<file path="config.mk">
export PLATFORM = sky130hd
export DESIGN_NAME = adder_serial_param
export DESIGN_NICKNAME = d
export VERILOG_FILES = /design/src/rtl/adder_pkg.sv /design/src/rtl/adder_digit.sv /design/src/rtl/adder_serial_param.sv
export SDC_FILE = /design/constraint.sdc
export NUM_CORES = 1
export LEC_CHECK = 0
export BUFFER_PORTS_ARGS = -buffer_cell sky130_fd_sc_hd__buf_4
export CORE_ASPECT_RATIO = 0.8
export CORE_MARGIN = 2
export CORE_UTILIZATION = 30
export DETAILED_ROUTE_END_ITERATION = 8
export GPL_TIMING_DRIVEN = 0
export HOLD_SLACK_MARGIN = 0.02
export PLACE_DENSITY = 0.56
export SLEW_MARGIN = 0
export SYNTH_ARGS = -nofsm -noshare
export SYNTH_HDL_FRONTEND = slang
export SYNTH_HIERARCHICAL = 1
export SYNTH_SLANG_ARGS = --single-unit
export TNS_END_PERCENT = 1
</file>
<file path="constraint.sdc">
create_clock -name clk_i -period 2.8 [get_ports clk_i]
set_input_delay 0.84 -clock clk_i [delete_from_list [all_inputs] [get_ports clk_i]]
set_output_delay 0.84 -clock clk_i [all_outputs]
set_load 0.1 [all_outputs]
</file>
<file path="src/rtl/adder_pkg.sv">
// Shared definitions for the digit-serial adder.
//   state_e    : FSM encoding (IDLE, RUN)
//   ndig_f     : number of DIGIT-wide steps in a WIDTH-bit addition
//   cnt_w_f    : digit counter width, $clog2(NDIG) but never below 1
//   cfg_ok_f   : legality of a WIDTH/DIGIT pair (WIDTH a multiple of DIGIT)
package adder_pkg;

  typedef enum logic {
    IDLE = 1'b0,
    RUN  = 1'b1
  } state_e;

  function automatic int ndig_f(input int w, input int d);
    return w / d;
  endfunction

  function automatic int cnt_w_f(input int w, input int d);
    int n;
    n = w / d;
    return (n <= 1) ? 1 : $clog2(n);
  endfunction

  function automatic bit cfg_ok_f(input int w, input int d);
    return (d > 0) && (w >= d) && ((w % d) == 0);
  endfunction

endpackage

</file>
<file path="src/rtl/adder_digit.sv">
// Combinational DIGIT-bit ripple-carry slice.
//   a_i, b_i : DIGIT-bit addends
//   cin_i    : carry in
//   sum_o    : DIGIT-bit sum
//   cout_o   : carry out of the top bit
module adder_digit
  import adder_pkg::*;
#(
  parameter int DIGIT = 4
) (
  input  logic [DIGIT-1:0] a_i,
  input  logic [DIGIT-1:0] b_i,
  input  logic             cin_i,
  output logic [DIGIT-1:0] sum_o,
  output logic             cout_o
);

  logic [DIGIT:0] c;

  assign c[0] = cin_i;

  for (genvar i = 0; i < DIGIT; i++) begin : g_bit
    assign sum_o[i] = a_i[i] ^ b_i[i] ^ c[i];
    assign c[i+1]   = (a_i[i] & b_i[i]) | (c[i] & (a_i[i] ^ b_i[i]));
  end

  assign cout_o = c[DIGIT];

endmodule

</file>
<file path="src/rtl/adder_serial_param.sv">
// Digit-serial WIDTH-bit adder: one DIGIT-bit slice reused NDIG times.
//   clk_i, rst_ni : clock, asynchronous active-low reset
//   start_i       : request, taken only while idle
//   a_i, b_i      : operands, latched on an accepted start
//   cin_i         : carry in, latched on an accepted start
//   busy_o        : operation in flight
//   done_o        : one-cycle completion pulse
//   sum_o         : result, held until the next completion
//   cout_o        : unsigned carry out of bit WIDTH-1
//   ovf_o         : two's-complement overflow
// Latency is NDIG cycles from the accepting edge; all outputs are registered.
module adder_serial_param
  import adder_pkg::*;
#(
  parameter int WIDTH = 16,
  parameter int DIGIT = 4
) (
  input  logic             clk_i,
  input  logic             rst_ni,
  input  logic             start_i,
  input  logic [WIDTH-1:0] a_i,
  input  logic [WIDTH-1:0] b_i,
  input  logic             cin_i,
  output logic             busy_o,
  output logic             done_o,
  output logic [WIDTH-1:0] sum_o,
  output logic             cout_o,
  output logic             ovf_o
);

  localparam int             NDIG = ndig_f(WIDTH, DIGIT);
  localparam int             CW   = cnt_w_f(WIDTH, DIGIT);
  localparam logic [CW-1:0]  LAST = CW'(NDIG - 1);

  if (!cfg_ok_f(WIDTH, DIGIT)) begin : g_bad_cfg
    $error("adder_serial_param: WIDTH must be a non-zero multiple of DIGIT");
  end

  state_e           state_q;
  logic [CW-1:0]    cnt_q;
  logic [WIDTH-1:0] a_q, b_q, sum_sh_q;
  logic             carry_q;
  // Operand sign bits are kept aside because the operand registers
  // shift them away before the overflow decision is made.
  logic             a_msb_q, b_msb_q;
  logic             busy_q, done_q, cout_q, ovf_q;
  logic [WIDTH-1:0] sum_q;

  logic [DIGIT-1:0] dig_sum;
  logic             dig_cout;
  logic [WIDTH-1:0] a_sh_d, b_sh_d, sum_sh_d;
  logic             ovf_d;

  adder_digit #(.DIGIT(DIGIT)) u_digit (
    .a_i   (a_q[DIGIT-1:0]),
    .b_i   (b_q[DIGIT-1:0]),
    .cin_i (carry_q),
    .sum_o (dig_sum),
    .cout_o(dig_cout)
  );

  // Low digit is consumed each step; the new sum digit enters at the top so
  // that after NDIG steps the LSB digit has walked down to bit 0.
  if (NDIG == 1) begin : g_single
    assign sum_sh_d = dig_sum;
    assign a_sh_d   = '0;
    assign b_sh_d   = '0;
  end else begin : g_multi
    assign sum_sh_d = {dig_sum, sum_sh_q[WIDTH-1:DIGIT]};
    assign a_sh_d   = {{DIGIT{1'b0}}, a_q[WIDTH-1:DIGIT]};
    assign b_sh_d   = {{DIGIT{1'b0}}, b_q[WIDTH-1:DIGIT]};
  end

  // Only meaningful on the final step, when sum_sh_d holds the full result.
  assign ovf_d = (a_msb_q == b_msb_q) && (sum_sh_d[WIDTH-1] != a_msb_q);

  always_ff @(posedge clk_i or negedge rst_ni) begin
    if (!rst_ni) begin
      state_q  <= IDLE;
      cnt_q    <= '0;
      a_q      <= '0;
      b_q      <= '0;
      sum_sh_q <= '0;
      carry_q  <= 1'b0;
      a_msb_q  <= 1'b0;
      b_msb_q  <= 1'b0;
      busy_q   <= 1'b0;
      done_q   <= 1'b0;
      sum_q    <= '0;
      cout_q   <= 1'b0;
      ovf_q    <= 1'b0;
    end else begin
      done_q <= 1'b0;
      case (state_q)
        IDLE: begin
          if (start_i) begin
            a_q     <= a_i;
            b_q     <= b_i;
            carry_q <= cin_i;
            a_msb_q <= a_i[WIDTH-1];
            b_msb_q <= b_i[WIDTH-1];
            cnt_q   <= '0;
            busy_q  <= 1'b1;
            state_q <= RUN;
          end
        end
        RUN: begin
          a_q      <= a_sh_d;
          b_q      <= b_sh_d;
          carry_q  <= dig_cout;
          sum_sh_q <= sum_sh_d;
          cnt_q    <= cnt_q + 1'b1;
          if (cnt_q == LAST) begin
            state_q <= IDLE;
            busy_q  <= 1'b0;
            done_q  <= 1'b1;
            sum_q   <= sum_sh_d;
            cout_q  <= dig_cout;
            ovf_q   <= ovf_d;
          end
        end
        default: state_q <= IDLE;
      endcase
    end
  end

  assign busy_o = busy_q;
  assign done_o = done_q;
  assign sum_o  = sum_q;
  assign cout_o = cout_q;
  assign ovf_o  = ovf_q;

endmodule

</file>
==> flow_metrics.env <==
export IMPL_hold_path_class="flip-flop to flip-flop"
export IMPL_min_path_cells=2
export IMPL_num_io_pins=56
export IMPL_post_route_drc_count=0
export IMPL_cap_violations=0
export IMPL_grt_max_degree=71
export IMPL_async_flop_share=1.00
export IMPL_hold_violations=0
export IMPL_reg2reg_setup_slack_ns=0.12
export IMPL_yosysUniqueCellTypes=22
export IMPL_cp_arrival_ns=2.93
export IMPL_setup_violations=0
export IMPL_p_per_area_mw_per_mm2=1370
export IMPL_routed_via_density=4.40
export IMPL_firstDrtPassIters=4
export IMPL_fin_ws_ns=0.116
export IMPL_syn_area_mm2=0.00303
export IMPL_cts_root_buf="clkbuf_16"
export IMPL_avgSynthCellArea_um2=12.8
export IMPL_p_seq_frac=0.314
export IMPL_clockBufferDepth=2
export IMPL_finalCriticalPeriod_ns=2.68
export IMPL_antenna_found_initial=0
export IMPL_timing_critical_path_required_ns=3.05
export IMPL_final_common_cell="dfrtp_1"
export IMPL_crit_path_frequent_cell="fa_1"
export IMPL_crit_slowest_cell="fa_1"
export IMPL_fmax_mhz=373
export IMPL_combPwrFrac=0.444
export IMPL_grt_remaining_overflow=0
export IMPL_pwr_share_clk=0.243
export IMPL_path_cells="fa_1 > inv_1 > fa_1 > inv_1 > fa_2 > inv_2 > fa_1 > inv_2 > or3b_2 > a31oi_1"
export IMPL_endpoint_kind="flip-flop"
export IMPL_final_area_mm2=0.00396
export IMPL_critPathKind="flip-flop to flip-flop"
export IMPL_startpoint_type="flip-flop"
export IMPL_synth_top_area_cell="dfrtp_1"
export IMPL_post_synth_top_area_fraction=0.579
export IMPL_crit_cells=10
export IMPL_path_buf_inv=4
export IMPL_dpl_cell_area_mm2=0.00360
export IMPL_fp_dieW_um=116
export IMPL_synth_net_count=278
export IMPL_drtAntennaViolNets=0
export IMPL_ys_seq_area_frac=0.579
export IMPL_first_iter_violations=58
export IMPL_cts_hold_buffers=0
export IMPL_cts_tree="built"
export IMPL_synth_edf_count=0
export IMPL_core_rowCount=32
export IMPL_p_leak_nw=1.97
export IMPL_synth_seq_cells=70
export IMPL_clock_latency_ns=0.33
export IMPL_fin_crit_sh=0.959
export IMPL_layout_common_cells="70 x dfrtp_1, 59 x buf_4, 34 x mux2i_1, 25 x nand2_1, 25 x o21ai_0"
export IMPL_pre_cts_ws_ns=-0.0129
export IMPL_nNetsFinal=344
export IMPL_antenna_cells=0
export IMPL_hold_ws_ns=0.485
export IMPL_p_sw_frac=0.421
export IMPL_p_int_mw=3.13
export IMPL_place_gp_congestion=0.733
export IMPL_syn2layout_area_growth_pct=30.8
export IMPL_synth_ff_type="dfrtp_1"
export IMPL_yosys_warnings=6
export IMPL_die_y_um=93.8
export IMPL_dr_total_vias=1947
export IMPL_die_area_mm2=0.0109
export IMPL_p_switching_mw=2.28
export IMPL_skew_ns=0.00723
export IMPL_buffer_ports_inserted=54
export IMPL_worstPathMaxFanout=2
export IMPL_status="complete, no violations"
export IMPL_synthTopCellsByArea="dfrtp_1 58%, mux2i_1 11%, mux2_2 8.2%"
export IMPL_grt_setup_unrepaired="false"
export IMPL_dp_hpwl_um=4390
export IMPL_syn_inst=236
export IMPL_relSlewSlack=0.408
export IMPL_start_util=0.311
export IMPL_grt_pass1_vias=2069
export IMPL_cts_clk_slew_worst_paths_ns=0.06
export IMPL_drv_slew=0
export IMPL_core_area_mm2=0.00973
export IMPL_drive_gt1_frac=0.388
export IMPL_h_tree_depth=3
export IMPL_grt_util_all_layers=0.128
export IMPL_worst_pin_slew_ns=0.888
export IMPL_grt_pass1_wl_um=10500
export IMPL_cp_top_family="adder cells"
export IMPL_wl_um=6340
export IMPL_rr_worst_depth=10
export IMPL_wire_per_inst_um=14.3
export IMPL_vdd_ir_drop_max_v=0.000447
export IMPL_cts_inserted_buffers=9
export IMPL_clock_sinks=70
export IMPL_slowest_delay_ns=0.43
==> path summary, 6_finish.rpt <==
path | start | endpoint
max | a_q[0] | ovf_o
min | a_q[12] | a_q[8]
max reg2reg | a_q[0] | ovf_o
min reg2reg | a_q[12] | a_q[8]
max in group asynchronous | rst_ni | sum_o[3]
min in group asynchronous | rst_ni | b_q[5]
==> cell families (layout without fill, tap and decap cells) <==
kind of cell,count (synthesis),after routing,share of synthesized area
flops,70,70,0.579
mux,65,65,0.239
compound gates,29,29,0.0500
fa+ha+maj,6,6,0.0347
buf+inv,25,96,0.0413
simple gates,41,41,0.0562
==> state kept, by name (all words and copies together) (netlist names) <==
register  flops
busy_o        1
b_msb_q       1
b_q          16
carry_q       1
state_q       1
cout_o        1
a_q          16
cnt_q         2
done_o        1
sum_sh_q     12
ovf_o         1
a_msb_q       1
sum_o        16
==> stage by stage <==
stage / setup TNS, ns / util / instances / power [mW]
floorplan: 0 / - / 236 / 3.51
global route: 0 / 0.407 / 443 / 5.71
global placement: 0 / 0.370 / 426 / 4.06
detailed placement: -0.0129 / 0.370 / 426 / 4.10
finish: 0 / 0.407 / 443 / 5.41
CTS: 0 / 0.407 / 443 / 5.47
==> layer usage <==
metal  GRT usage  routed length (µm)  up-vias
li1            -                   -      934
met1       0.174                3100      966
met2       0.188                2830       38
met3      0.0510                 353        9
met4      0.0417                  63        0
met5           0                   0        -
==> repair_timing <==
| action | CTS | global route |
|---|---|---|
| pin swaps | 0 | 2 |
| gates resized for setup | 1 | 2 |
| setup endpoints to repair | 1 | 1 |
| buffers inserted | 1 | 0 |
==> worst min-delay path: stages, from the launching register on <==
cell	delay, ns
dfrtp_1	0.34
nand2_1	0.05
o21ai_0	0.06
==> area by class of cell <==
| type | instances | area (µm²) |
|---|---|---|
| Buffer | 13 | 80.1 |
| Clock buffer | 9 | 225 |
| Clock inverter | 7 | 121 |
| Fill cell | 925 | 5770 |
| Inverter | 12 | 45.0 |
| Multi-Input combinational cell | 141 | 1150 |
| Sequential cell | 70 | 1750 |
| Tap cell | 136 | 170 |
| Timing Repair Buffer | 55 | 413 |
==> power by group through the flow <==
stage | logic (mW) | clock network (mW) | registers (mW)
floorplan | 0.908 | 0 | 2.60
global placement | 2.36 | 0 | 1.71
detailed placement | 2.38 | 0 | 1.72
CTS | 2.43 | 1.34 | 1.70
global route | 2.56 | 1.39 | 1.76
finish | 2.40 | 1.31 | 1.70
==> synth_stat cells, types with 2 or more instances <==
library cell and count:
buf_2 7, buf_4 4, dfrtp_1 70, fa_1 4
ha_1 2, inv_1 12, mux2_2 22, mux2_4 9
mux2i_1 34, nand2_1 25, nand2b_1 2, nor2_1 11
o21ai_0 25
(Power assumes the default switching activity.)
